`src/rtl/cond_unit.sv`:
```
// Execute-stage condition/flag unit: NZCV register, ARM condition evaluation, gated write enables.
// Optional saturating squash counter enabled by defining COND_SQUASH_CNT_EN.
module cond_unit #(
  parameter logic [3:0]  FLAG_RST = 4'b0000,
  parameter int unsigned CNT_W    = 32
) (
  input  logic             clk,
  input  logic             reset_n,
  input  logic             valid_in,
  input  logic [3:0]       cond,
  input  logic             s_bit,
  input  logic [1:0]       alu_op,
  input  logic             alu_n,
  input  logic             alu_z,
  input  logic             alu_c,
  input  logic             alu_v,
  input  logic             reg_write_in,
  input  logic             mem_write_in,
  input  logic             pc_src_in,
  input  logic             stall,
  input  logic             flush,
  output logic             valid_out,
  output logic             cond_ex_out,
  output logic             reg_write,
  output logic             mem_write,
  output logic             pc_src,
`ifdef COND_SQUASH_CNT_EN
  output logic [CNT_W-1:0] squash_cnt,
`endif
  output logic [3:0]       flags
);

  logic cond_ex;
  logic adv;
  logic upd;
  logic fn, fz, fc, fv;

  assign {fn, fz, fc, fv} = flags;

  // Evaluated on the flags held before this instruction's own update.
  always_comb begin
    cond_ex = 1'b0;
    case (cond)
      4'b0000: cond_ex = fz;
      4'b0001: cond_ex = ~fz;
      4'b0010: cond_ex = fc;
      4'b0011: cond_ex = ~fc;
      4'b0100: cond_ex = fn;
      4'b0101: cond_ex = ~fn;
      4'b0110: cond_ex = fv;
      4'b0111: cond_ex = ~fv;
      4'b1000: cond_ex = fc & ~fz;
      4'b1001: cond_ex = ~fc | fz;
      4'b1010: cond_ex = (fn == fv);
      4'b1011: cond_ex = (fn != fv);
      4'b1100: cond_ex = ~fz & (fn == fv);
      4'b1101: cond_ex = fz | (fn != fv);
      4'b1110: cond_ex = 1'b1;
      default: cond_ex = 1'b0;
    endcase
  end

  assign adv = valid_in & ~stall & ~flush;
  assign upd = adv & s_bit & cond_ex;

  always_ff @(posedge clk or negedge reset_n) begin
    if (!reset_n) begin
      flags       <= FLAG_RST;
      valid_out   <= 1'b0;
      cond_ex_out <= 1'b0;
      reg_write   <= 1'b0;
      mem_write   <= 1'b0;
      pc_src      <= 1'b0;
    end else begin
      if (upd) begin
        flags[3] <= alu_n;
        flags[2] <= alu_z;
        // Logical ops leave carry and overflow untouched.
        if (!alu_op[1]) begin
          flags[1] <= alu_c;
          flags[0] <= alu_v;
        end
      end
      if (flush) begin
        valid_out   <= 1'b0;
        cond_ex_out <= 1'b0;
        reg_write   <= 1'b0;
        mem_write   <= 1'b0;
        pc_src      <= 1'b0;
      end else if (!stall) begin
        valid_out   <= valid_in;
        cond_ex_out <= valid_in & cond_ex;
        reg_write   <= valid_in & cond_ex & reg_write_in;
        mem_write   <= valid_in & cond_ex & mem_write_in;
        pc_src      <= valid_in & cond_ex & pc_src_in;
      end
    end
  end

`ifdef COND_SQUASH_CNT_EN
  always_ff @(posedge clk or negedge reset_n) begin
    if (!reset_n) begin
      squash_cnt <= '0;
    end else if (adv && !cond_ex && (squash_cnt != '1)) begin
      squash_cnt <= squash_cnt + 1'b1;
    end
  end
`endif

endmodule
```
`config.mk`:
```
export PLATFORM = sky130hd
export DESIGN_NAME = cond_unit
export DESIGN_NICKNAME = d
export VERILOG_FILES = /design/src/rtl/cond_unit.sv
export SDC_FILE = /design/constraint.sdc
export NUM_CORES = 1
export LEC_CHECK = 0
export CORE_UTILIZATION = 39
export CTS_CLUSTER_DIAMETER = 30
export CTS_CLUSTER_SIZE = 40
export DETAILED_ROUTE_END_ITERATION = 16
export GPL_TIMING_DRIVEN = 0
export PLACE_DENSITY = 0.77
export SYNTH_ARGS = -nofsm -noshare
export SYNTH_HDL_FRONTEND = slang
export SYNTH_SLANG_ARGS = --single-unit
```
`constraint.sdc`:
```
create_clock -name clk -period 2.1 [get_ports clk]
set_input_delay 0.42 -clock clk [delete_from_list [all_inputs] [get_ports clk]]
set_output_delay 0.42 -clock clk [all_outputs]
set_load 0.1 [all_outputs]
```
==> metrics.md <==
| Metric | Value |
|---|---|
| Result of the run | finished clean |
| Flop-to-flop setup slack | 0.18 ns |
| Maximum number of pins on one net before global-route repair | 10 |
| Type of origin of the critical path | primary input |
| Number of placement rows | 13 |
| Post-detailed-route DRC marker count | 0 |
| Maximum buffer depth of the clock tree | 2 |
| Post-CTS Setup Repair Bufs | 0 |
| Category of the most critical setup path | primary input to flip-flop |
| Final hold violations | 0 |
| Post-synthesis sequential element count | 9 |
| Final slew viol count | 0 |
| Effective utilization at floorplan | 43.9% |
| Clock-pin slew on the worst setup and hold paths | 0.06 ns |
| Total wire length after detailed routing | 1.39 mm |
| Synth Instances | 58 |
| Count of distinct cell types in the synthesized netlist | 32 |
| Cell area after synthesis | 599 um^2 |
| Wire length of the first global-routing pass | 2.10 mm |
| Diodes inserted | 0 |
| Global routing met3 resource utilization | 3.26% |
| Number of detailed-routing iterations run before antenna repair | 4 |
| Maximum capacitance violations | 0 |
| Hold/Removal Path Class | primary input to async pin |
| Total clock buffers created by CTS | 3 |
| DRT iter0 DRCs | 7 |
| Tightest Pin Transition | 0.960 ns |
| Max Freq | 491 MHz |
| Routability congestion estimate | 0.732 |
| I/O Pins | 28 |
| Worst endpoint required time | 2.24 ns |
| Fraction of layout instances using a drive strength above 1 | 21.2% |
| Crit path arrival time | 2.17 ns |
| Final cell utilization of the core | 64.5% |
| Dominant register cell in the synthesized netlist | sky130_fd_sc_hd__dfrtp_1 |
| Worst-skew pair later-pin latency | 0.26 ns |
| Proportion of synthesized chip area in sequential cells | 37.6% |
| Sinks on Clock Net | 9 |
| Time the final worst path needs with I/O delays and setup | 2.04 ns |
| Placeable core region | 1370 um^2 |
| Average detailed-routed wire length per instance | 13.9 um |
| H-tree depth | 1 |
| Setup repair after global routing missed its margin | false |
| Number of flops mapped to enable cells by yosys | 0 |
| Ordered list of cells on the worst path | clkdlybuf4s50_1 > inv_1 > a311o_2 > o32a_2 > a31oi_2 > mux2_1 |
| GRT Total Usage | 19.4% |
| Relative max-transition margin | 36.2% |
| Syn avg cell area | 10.3 um^2 |
| Top-area cell type share of the netlist area | 37.6% |
| Instance count after placement with tap cells included | 96 |
| Worst hold slack | 0.450 ns |
| Number of failing setup endpoints in the final timing report | 0 |
| TritonCTS clock tree | built |
| Area growth from synthesis to final layout | 47.0% |
| Max rail drop VDD | 0.000701 V |
| Post-route clock skew | 0.00363 ns |
| Global-route track usage on met2 | 34.8% |
| Total negative slack for setup checks | 0 ns |
| Layer with the highest usage | met2 |
| Grt met1 use | 21.8% |
| Via count of the first global-routing pass | 533 |
| Post-layout instance count excluding filler cells | 100 |
| Number of antenna-violating nets in the routed design | 0 |
| Leakage power | 0.000401 uW |
| Largest cells by area after synthesis | sky130_fd_sc_hd__dfrtp_1 (38%), sky130_fd_sc_hd__mux2_1 (7.5%), sky130_fd_sc_hd__a22o_1 (4.4%) |
| Cell with the largest stage delay on the worst path | sky130_fd_sc_hd__clkdlybuf4s50_1 |
| Crit end category | flip-flop |
| Most frequent cells after synthesis | sky130_fd_sc_hd__dfrtp_1 (9), sky130_fd_sc_hd__inv_1 (4), sky130_fd_sc_hd__mux2_1 (4) |
| Largest incremental delay on the critical path | 0.56 ns |
| Top-count cell post-synth | sky130_fd_sc_hd__dfrtp_1 |
| Count of vias placed by the detailed router | 571 |
| FF-to-FF Start | flags[3] |
| Die extent in y | 41.2 um |
| Port Buf Inserts | 23 |
| Final net count | 105 |
| Area of the die | 1700 um^2 |
| Total number of yosys warnings | 0 |
| Crit path launch | cond[0] |
| Total power density per cell area | 821 nW/um^2 |
| Number of nets in the synthesized netlist | 77 |
| Via density | 5.71 |
| Remaining global-route overflow | 0 |
| Synth async-reset ratio | 100% |
| Half-perimeter wire length of the detailed placement result | 1.12 mm |
| Final worst path period share | 97.1% |
| Horiz. Die Dim | 41.2 um |
| Root cell of the clock tree | sky130_fd_sc_hd__clkbuf_4 |
| Number of antenna violations at the first check in global routing | 0 |
| Biggest fanout along the worst timing path | 6 |
| Synth area leader | sky130_fd_sc_hd__dfrtp_1 |
critical path: cells and delay by family:
| family | cells | cell delay, ns |
|---|---|---|
| AOI/OAI and AO/OA | 3 | 0.73 |
| buffers and inverters | 2 | 0.67 |
| muxes | 1 | 0.35 |
power breakdown:
part / leakage [uW] / switching, uW / total (uW) / internal [uW]
Sequential: 0.000113 / 38.8 / 241 / 202
Combinational: 0.000273 / 254 / 349 / 95.3
Clock: 0.0000150 / 59.7 / 133 / 73.2
Total: 0.000401 / 352 / 723 / 371
repair_timing:
action / 4_1_cts / 5_1_grt
endpoints found under the setup margin: 9 / 4
resized for setup: 9 / 2
cloned: 0 / 0
hold buffers: 0 / 0
logic make-up after synthesis:
group	count (synthesis)	share of synthesized area (%)
xor gates and xnor gates	1	1.46
muxes	6	10.9
DFF	9	37.6
AOI/OAI and AO/OA	20	27.6
and+or+nand+nor	13	14.4
buffers and inverters	9	8.14
through the flow:
| stage | worst slack, ns | area, um^2 | total power, uW |
|---|---|---|---|
| 2_1_floorplan | 0.0641 | 604 | 502 |
| 3_3_place_gp | -0.264 | 853 | 604 |
| 3_5_place_dp | -0.274 | 853 | 610 |
| 4_1_cts | 0.00315 | 868 | 726 |
| 5_1_grt | 0.00756 | 881 | 762 |
| 6_report | 0.0613 | 881 | 723 |
final timing paths:
path,cells past startpoint,endpoint
worst max-delay path,6,flags[3]
worst min-delay path,1,mem_write
worst max register to register,5,flags[3]
worst min register to register,1,cond_ex_out
max in group asynchronous,1,flags[0]
min in group clk,1,cond_ex_out
cells in the final DEF, fill, tap and decap left out, drive strengths merged, types with 2 or more instances in the layout:
cell	synthesis	routed
a22o	3	3
and3b	2	2
clkdlybuf4s50	0	14
o311ai	3	3
a21oi	3	3
o41ai	2	2
a31oi	3	3
nand2b	2	2
nand3b	2	2
mux2i	2	2
mux2	4	4
nor2b	2	2
clkbuf	0	4
dfrtp	9	9
dlygate4sd2	0	9
inv	6	6
buf	3	3
registers in the layout, indices dropped and copies added (netlist names):
name         flops
flags            4
cond_ex_out      1
mem_write        1
pc_src           1
reg_write        1
valid_out        1
cell type report:
class                      instances  area (um^2)
inverter                           6         25.0
buffer                             3         23.8
multi-input combinational         40          338
fill                             124          485
clock buffer                       4         26.3
timing repair buffer              23          219
sequential                         9          230
tap                               15         18.8
layer usage:
layer	vias up	wire (um)
met4	0	15
met3	2	56
met2	21	671
met1	265	644
met5	-	0
li1	283	-
No activity file was read; power rests on OpenSTA's default activity.
